[src/rtl/rr_mux_pkg.sv]
// Shared types and constants for the round-robin arbiter that drives the
// 7:1 single-bit mux select.
package rr_mux_pkg;

  localparam int N_REQ = 7;
  localparam int SEL_W = 3;
  localparam logic [SEL_W-1:0] SEL_IDLE = 3'b111;

  typedef enum logic {IDLE, GRANT} arb_state_t;

  typedef logic [N_REQ-1:0] req_vec_t;

  // Ring successor: indices wrap at n, never at the 2^SEL_W boundary.
  function automatic int wrap_next(int idx, int n);
    return (idx >= n - 1) ? 0 : idx + 1;
  endfunction

endpackage

[src/rtl/rr_pick.sv]
// Combinational rotating-priority search: first requester at or after start,
// optionally skipping one index (used to find the next owner during a grant).
module rr_pick #(
  parameter int N     = rr_mux_pkg::N_REQ,
  parameter int SEL_W = rr_mux_pkg::SEL_W
) (
  input  logic [N-1:0]     req,
  input  logic [SEL_W-1:0] start,
  input  logic             excl_en,
  input  logic [SEL_W-1:0] excl_idx,
  output logic             found,
  output logic [SEL_W-1:0] index
);

  // NOTE: every output and temporary gets a default at the top of the block,
  // so no path through the loop leaves a value held and no latch is inferred.
  always_comb begin : search
    logic [SEL_W-1:0] cand;
    found = 1'b0;
    index = '0;
    cand  = '0;
    for (int off = 0; off < N; off++) begin
      cand = SEL_W'((int'(start) + off) % N);
      if (!found && req[cand] && !(excl_en && cand == excl_idx)) begin
        found = 1'b1;
        index = cand;
      end
    end
  end

endmodule

[src/rtl/rr_mux_arbiter.sv]
// Round-robin owner selection for the shared 7:1 mux: registered one-hot grant,
// mux select and owner index, with a hold limit that forces rotation.
module rr_mux_arbiter #(
  parameter int N        = rr_mux_pkg::N_REQ,
  parameter int SEL_W    = rr_mux_pkg::SEL_W,
  parameter int MAX_HOLD = 4
) (
  input  logic             clk,
  input  logic             rst,
  input  logic [N-1:0]     req,
  output logic [N-1:0]     grant,
  output logic [SEL_W-1:0] mux_select,
  output logic             valid,
  output logic [SEL_W-1:0] owner
);

  import rr_mux_pkg::*;

  localparam logic [SEL_W-1:0] HOLD_LAST = SEL_W'(MAX_HOLD - 1);
  localparam logic [N-1:0]     ONE_HOT_0 = N'(1);

  arb_state_t       state;
  logic [SEL_W-1:0] ptr;
  logic [SEL_W-1:0] hold_cnt;
  logic             found;
  logic [SEL_W-1:0] cand;
  logic             take;
  logic             drop;

  // While granting, ptr always sits one past the owner, so the same search
  // start serves both the idle pick and the owner-excluded handover pick.
  rr_pick #(
    .N    (N),
    .SEL_W(SEL_W)
  ) u_pick (
    .req     (req),
    .start   (ptr),
    .excl_en (state == GRANT),
    .excl_idx(owner),
    .found   (found),
    .index   (cand)
  );

  always_comb begin
    take = 1'b0;
    drop = 1'b0;
    if (state == IDLE) begin
      take = found;
    end else if (!req[owner] || hold_cnt == HOLD_LAST) begin
      take = found;
      drop = !found && !req[owner];
    end
  end

  // NOTE: state and outputs use non-blocking assignments so every register
  // samples the pre-edge values, independent of statement order.
  always_ff @(posedge clk or posedge rst) begin
    if (rst) begin
      state      <= IDLE;
      grant      <= '0;
      valid      <= 1'b0;
      mux_select <= SEL_IDLE;
      owner      <= '0;
      ptr        <= '0;
      hold_cnt   <= '0;
    end else if (take) begin
      state      <= GRANT;
      grant      <= ONE_HOT_0 << cand;
      valid      <= 1'b1;
      mux_select <= cand;
      owner      <= cand;
      ptr        <= SEL_W'(wrap_next(int'(cand), N));
      hold_cnt   <= '0;
    end else if (drop) begin
      // Back to idle outputs; ptr keeps the fairness position.
      state      <= IDLE;
      grant      <= '0;
      valid      <= 1'b0;
      mux_select <= SEL_IDLE;
      owner      <= '0;
      hold_cnt   <= '0;
    end else if (state == GRANT && hold_cnt != HOLD_LAST) begin
      hold_cnt   <= hold_cnt + 1'b1;
    end
  end

endmodule
[config.mk]
export PLATFORM = sky130hd
export DESIGN_NAME = rr_mux_arbiter
export DESIGN_NICKNAME = d
export VERILOG_FILES = /design/src/rtl/rr_mux_pkg.sv /design/src/rtl/rr_pick.sv /design/src/rtl/rr_mux_arbiter.sv
export SDC_FILE = /design/constraint.sdc
export NUM_CORES = 1
export LEC_CHECK = 0
export BUFFER_PORTS_ARGS = -buffer_cell sky130_fd_sc_hd__buf_2
export CAP_MARGIN = 20
export CORE_ASPECT_RATIO = 1.5
export CORE_MARGIN = 5
export CORE_UTILIZATION = 35
export DETAILED_ROUTE_END_ITERATION = 10
export SETUP_SLACK_MARGIN = 0.3
export SKIP_LAST_GASP = 1
export SLEW_MARGIN = 20
export SYNTH_ARGS = -nofsm -noshare
export SYNTH_HDL_FRONTEND = slang
export SYNTH_SLANG_ARGS = --single-unit
[constraint.sdc]
create_clock -name clk -period 12.6 [get_ports clk]
set_clock_uncertainty 0.15 [all_clocks]
set_input_delay 0.63 -clock clk [delete_from_list [all_inputs] [get_ports clk]]
set_output_delay 0.63 -clock clk [all_outputs]
set_load 0.05 [all_outputs]
==> results of run 1 <==
[metrics by stage]
stage / cell area (um^2) / std cells
2_1_floorplan: 3555 / 446
3_3_place_gp: 3682 / 557
3_5_place_dp: 3682 / 557
4_1_cts: 3771 / 561
5_1_grt: 3771 / 561
6_report: 3771 / 561
[per-layer routing]
metal	routed length [um]	up-vias	GRT usage, %	share of wire, %
li1	-	1703	-	-
met1	4366	1755	21.09	37
met2	6075	172	35.16	52
met3	571	58	1.525	4.8
met4	779	0	9.504	6.6
met5	0	-	0	0
[cell usage after synthesis, types with 4 or more instances]
library cell and instances:
nand2_1 30, ha_1 29, inv_1 26, nor2_1 26, mux2i_1 20, o21ai_0 19
dfrtp_1 17, nand3_1 17, xnor2_1 16, a21oi_1 15, nor3_1 15, a211oi_1 14
buf_2 14, clkbuf_1 10, nor2b_1 8, a22o_1 7, and2_1 7, mux2_2 7
o211ai_1 7, a21o_1 6, a211o_1 5, nor4_1 5, o22ai_1 5, xor2_1 5
a31oi_1 4, nand2b_1 4, o311ai_0 4, o31ai_1 4, or3_1 4
[layout by cell type (no fill, tap or decap), types with 4 or more instances in the layout]
| cell type | count |
|---|---|
| nor4_1 | 5 |
| xnor2_1 | 16 |
| ha_1 | 29 |
| nor3_1 | 15 |
| mux2_2 | 7 |
| nand2_1 | 30 |
| o211ai_1 | 7 |
| o22ai_1 | 5 |
| buf_2 | 22 |
| nor2_1 | 26 |
| dfrtp_1 | 16 |
| a31oi_1 | 4 |
| a21oi_1 | 15 |
| a211oi_1 | 14 |
| nand2b_1 | 4 |
| a22o_1 | 7 |
| a21o_1 | 6 |
| nor2b_1 | 8 |
| a211o_1 | 5 |
| xor2_1 | 5 |
| mux2i_1 | 20 |
| o311ai_0 | 4 |
| and2_1 | 7 |
| o21ai_0 | 19 |
| inv_1 | 26 |
| or3_1 | 4 |
| o31ai_1 | 4 |
| nand3_1 | 17 |
[final cells by class]
type	instances	area [um^2]	share of cell area (%)
multi-input cells	368	2796	74.15
repair buffers	25	132.6	3.517
well taps	117	146.4	3.882
flip-flops and latches	20	505.5	13.40
clock buffers	4	88.84	2.356
inverters	27	101.3	2.687
[registers in the layout (all words and copies together), names as in the netlist]
signal,flops
owner,3
grant,7
hold_cnt,3
mux_select,3
state,1
ptr,3
[worst paths after layout]
kind	from	to	slack [ps]	cells after the start
setup / recovery	ptr[1]$_DFFE_PP0P_	ptr[0]$_DFFE_PP0P_	6170	19
hold / removal	mux_select[2]$_DFFE_PP1P_	mux_select[2]$_DFFE_PP1P_	320	2
setup reg to reg	ptr[1]$_DFFE_PP0P_	ptr[0]$_DFFE_PP0P_	6170	19
hold reg to reg	mux_select[2]$_DFFE_PP1P_	mux_select[2]$_DFFE_PP1P_	320	2
max in group asynchronous	rst	ptr[0]$_DFFE_PP0P_	11420	2
min in group asynchronous	rst	grant[6]$_DFFE_PP0P_	360	2
[cells by family (layout without fill, tap and decap cells)]
family          after synthesis  count (layout)  share of synthesized area, %
xor+xnor                     21              21                         5.174
fa+ha+maj                    29              29                         10.21
compound gates              146             146                         32.42
simple gates                143             143                         21.75
mux                          29              29                         9.116
buf+inv                      58              56                         7.145
flops                        20              20                         14.19
[worst max-delay path, cell delays in order, from the launching register on]
cell and delay [ps]:
dfrtp_1 840, inv_1 340, ha_1 390, buf_4 370
ha_1 220, ha_1 330, mux2_2 400, and2_1 220
a211oi_1 700, mux2_2 410, a2bb2oi_1 300, nand2_1 280
o21ai_0 240, o211ai_1 100, nand2_1 230, inv_1 110
ha_1 240, inv_1 70, a31oi_1 140, o31ai_1 250
==> key figures, run 1 <==
Worst setup path
  • CP Launch Type: flip-flop
  • Critical-path maximum fanout: 33
  • Worst setup path category: flip-flop to flip-flop
  • Crit. End Element: flip-flop
  • Critical Path RT: ~13000 ps
  • Crit path DAT: ~6400 ps

Global route
  • First-pass GRT wire length: 18870 um
  • Global route overflow: 0
  • Largest net degree at the start of global routing: between 50 and 60
  • GR Util All Layers: a little under a fifth
  • Antenna violations before repair: 0
  • Vias in the first global route: ~3600

Yosys
  • Synth top area cells: dfrtp_1 (12%), ha_1 (10%), mux2i_1 (5.6%)
  • Cell count after synthesis: between 400 and 500
  • Seq/Total Area, Yosys: 14.19%
  • FF+latch count, synth: 20
  • Synth unique cells: roughly 90
  • Syn nets: 484
  • Synth area leader: dfrtp_1
  • EDFF count, synth: 0
  • Ys async rst share: 100.0%
  • Post-Syn Area: between 3000 and 4000 um^2
  • Syn Area/Cell: ~8.0 um^2
  • Syn. warnings: 0
  • Synth top area share: 11.97%
  • Ys flop type: dfrtp_1

STA
  • Max frequency: between 0.15 and 0.2 GHz
  • Setup TNS: 0 ps
  • WHS: 315.4 ps
  • Final Hold Vio Count: 0
  • Unrepaired setup endpoints after global routing: no
  • Slew Limit Headroom: between 30% and 40%
  • Fin. max-slew vios: 0
  • Setup ws final: 6172 ps
  • Tmin final: 6428 ps
  • Final setup vio count: 0
  • Worst-Margin Slew: between 900 and 1000 ps
  • Final Cycle Share: between 50 and 60%

Route
  • Drt drc: 0
  • DR pass1 iterations: 5
  • Vias: 3688
  • Final WL: roughly 12000 um
  • Vias per cell: roughly 6.6
  • Avg WL per Cell: about 21 um
  • Antenna Violating Nets Remaining: 0
  • DR iter-0 viols: 376

Status
  • Outcome: complete, no violations

Floorplan
  • Die height: 133.4 um
  • CORE AREA: ~10000 um^2
  • I/O pin count: 23
  • Die W: approximately 90 um
  • Row count: 45
  • Die Area: around 12000 um^2
  • Initial Utilization: between 30 and 40%

Clock network
  • Hold_buf cts: 0
  • Worst skew pair latency: roughly 250 ps
  • Postcts setup bufs: 0
  • CTS resizes: 0
  • CTS tree: done
  • Clk slew on worst S/H paths: about 60 ps
  • Root buffer cell: clkbuf_16
  • H-Tree Depth: 1
  • Clock Sinks: 20
  • TritonCTS buffer count: 3
  • Max clock buf depth: 2

Finish
  • # fillers: about 1100
  • Proportion of layout cells with a drive suffix above 1: 15.09%
  • Antenna Cells: 0
  • Nets@finish: about 480
  • Fin util: roughly 38%
  • Area grow syn2layout: 6.090%

Min path
  • Hold Crit Class: flip-flop to flip-flop

Placed design
  • HPWL Detailed: ~9100 um
  • Pre-CTS setup slack: approximately 6300 ps
  • I/O Buffers: 22
  • Final Wtd Congestion: 0.9956

Flow run
  • Max-cap violations: 0
Power of run 1 is left out: the tool's default activity adds up to more than one toggle a clock period on the data nets, which glitch-free logic cannot reach.
==> run 2: changes to the inputs <==
- clock period: 12.6 -> 6 ns (I/O delays scaled with it)
==> run 2 against run 1 <==
Effect of this change: sequential cell count unchanged; die area unchanged; non-clock buffer count up 13; core utilization up 1.3 points; wire length up 3.0%; critical path type unchanged; largest cell class unchanged.
==> key figures, run 2 (synthesis results as in run 1) <==
Status
  • Outcome: complete, no violations (unchanged)

Route
  • Final WL: 12150 um (was 11790 um)
  • Antenna Violating Nets Remaining: 0 (unchanged)
  • Drt drc: 0 (unchanged)
  • Vias: 3707 (was 3688)
  • DR iter-0 viols: 292 (was 376)
  • DR pass1 iterations: 5 (unchanged)
  • Avg WL per Cell: 21.17 um (was 21.02 um)
  • Vias per cell: 6.458 (was 6.574)

Finish
  • Fin util: 38.91% (was 37.63%)
  • Most common cell after layout, fill and taps aside: nand2_1 (unchanged)
  • Reg with most FFs: grant (unchanged)
  • Nets@finish: 496 (was 483)
  • # fillers: 1055 (was 1058)
  • Largest register FFs: 7 (unchanged)
  • Antenna Cells: 0 (unchanged)
  • Area grow syn2layout: 9.715% (was 6.090%)
  • Most frequent cells in the layout: nand2_1 (30), ha_1 (28), inv_1 (26), nor2_1 (26), buf_2 (22) (was nand2_1 (30), ha_1 (29), inv_1 (26), nor2_1 (26), buf_2 (22))
  • Proportion of layout cells with a drive suffix above 1: 18.82% (was 15.09%)

Worst setup path
  • Worst path cell trace: inv_1 > ha_1 > buf_4 > nor2b_1 > nor2_1 > ha_1 > ha_1 > or3b_4 > o41ai_4 > buf_4 > and2_2 > o21bai_1 > nand3_1 > a211oi_4 > nand2_1 > o2bb2ai_1 > nand2_1 > inv_1 > ha_1 > inv_1 > a31oi_1 > o22ai_1 (was inv_1 > ha_1 > buf_4 > ha_1 > ha_1 > mux2_2 > and2_1 > a211oi_1 > mux2_2 > a2bb2oi_1 > nand2_1 > o21ai_0 > o211ai_1 > nand2_1 > inv_1 > ha_1 > inv_1 > a31oi_1 > o31ai_1)
  • Critical Path RT: 5960 ps (was 12600 ps)
  • Crit. End Element: flip-flop (unchanged)
  • Crit path DAT: 5400 ps (was 6430 ps)
  • Worst setup path category: flip-flop to flip-flop (unchanged)
  • Crit-path slowest cell: dfrtp_1 (unchanged)
  • Critical-path maximum fanout: 10 (was 33)
  • Slowest stage delay, CP: 400 ps (was 840 ps)
  • CP Launch Type: flip-flop (unchanged)
  • Most frequent CP cell: ha_1 (unchanged)

Placed design
  • I/O Buffers: 22 (unchanged)
  • HPWL Detailed: 9355 um (was 9107 um)
  • Final Wtd Congestion: 0.9562 (was 0.9956)
  • Pre-CTS setup slack: 263.8 ps (was 6286 ps)

STA
  • Slew Limit Headroom: 44.92% (was 38.66%)
  • Unrepaired setup endpoints after global routing: no (unchanged)
  • Setup ws final: 559.2 ps (was 6172 ps)
  • Fin. max-slew vios: 0 (unchanged)
  • Worst-Margin Slew: 826.3 ps (was 913.5 ps)
  • Tmin final: 5441 ps (was 6428 ps)
  • Final setup vio count: 0 (unchanged)
  • Max frequency: 0.1838 GHz (was 0.1556 GHz)
  • Final Cycle Share: 90.68% (was 51.01%)
  • WHS: 32.71 ps (was 315.4 ps)
  • Setup TNS: 0 ps (unchanged)
  • Final Hold Vio Count: 0 (unchanged)

Floorplan
  • Die Area: 12310 um^2 (unchanged)
  • Row count: 45 (unchanged)
  • Initial Utilization: 35.47% (unchanged)
  • Die height: 133.4 um (unchanged)
  • I/O pin count: 23 (unchanged)
  • CORE AREA: 10020 um^2 (unchanged)
  • Die W: 92.29 um (unchanged)

Clock network
  • Root buffer cell: clkbuf_16 (unchanged)
  • H-Tree Depth: 1 (unchanged)
  • Clock Sinks: 20 (unchanged)
  • TritonCTS buffer count: 3 (unchanged)
  • Hold_buf cts: 0 (unchanged)
  • Worst skew pair latency: 250 ps (about the same)
  • CTS tree: done (unchanged)
  • Max clock buf depth: 2 (unchanged)
  • Clk slew on worst S/H paths: 50 ps (was 60 ps)

Global route
  • GR Util All Layers: 19.17% (was 18.86%)
  • First-pass GRT wire length: 19050 um (was 18870 um)
  • Largest net degree at the start of global routing: 36 (was 55)
  • Vias in the first global route: 3667 (was 3550)
  • Antenna violations before repair: 0 (unchanged)
  • Global route overflow: 0 (unchanged)

Flow run
  • Max-cap violations: 0 (unchanged)

Min path
  • Hold Crit Class: primary input to asynchronous set/reset pin (was flip-flop to flip-flop)
## run 2: metal layers
metal	global-route usage (%)	wire length, um	vias up
li1	-	-	1725
met1	21.45	4748	1777
met2	34.63	6055	156
met3	1.299	515	49
met4	12.23	831	0
met5	0	0	-
## run 2: through the flow
step	cells	cell area, um^2
floorplan	446	3555
global placement	568	3765
detailed placement	568	3765
CTS	572	3857
global route	574	3900
finish	574	3900
## run 2: layout make-up
cell class | count | area (um^2) | area share, %
multi-input combinational | 368 | 2826 | 72.47
sequential | 20 | 506.7 | 12.99
inverter | 27 | 101.3 | 2.599
clock buffer | 4 | 88.84 | 2.278
tap | 117 | 146.4 | 3.754
timing repair buffer | 38 | 230.2 | 5.903
## run 2: worst max-delay path, delay by kind of cell, from the launching register on
family | cells | cell delay (ps)
compound gates | 6 | 1440
simple gates | 7 | 1590
buf+inv | 5 | 820
flops | 1 | 400
fa+ha+maj | 4 | 870
## run 2: path summary, 6_finish.rpt
check | startpoint | endpoint | slack [ps] | depth (start not counted)
max | ptr[1]$_DFFE_PP0P_ | ptr[1]$_DFFE_PP0P_ | 560 | 22
min | rst | grant[4]$_DFFE_PP0P_ | 30 | 2
max reg2reg | ptr[1]$_DFFE_PP0P_ | ptr[1]$_DFFE_PP0P_ | 560 | 22
min reg2reg | mux_select[2]$_DFFE_PP1P_ | mux_select[2]$_DFFE_PP1P_ | 320 | 2
max in group asynchronous | rst | ptr[2]$_DFFE_PP0P_ | 5140 | 2
min in group clk | mux_select[2]$_DFFE_PP1P_ | mux_select[2]$_DFFE_PP1P_ | 320 | 2
## run 2: timing repair
item | 4_1_cts | 5_1_grt
pin swaps | 0 | 2
endpoints found under the setup margin | 3 | 6
cloned | 0 | 0
setup buffers | 0 | 2
gates resized for setup | 2 | 5
Power of run 2 is left out for the same reason.
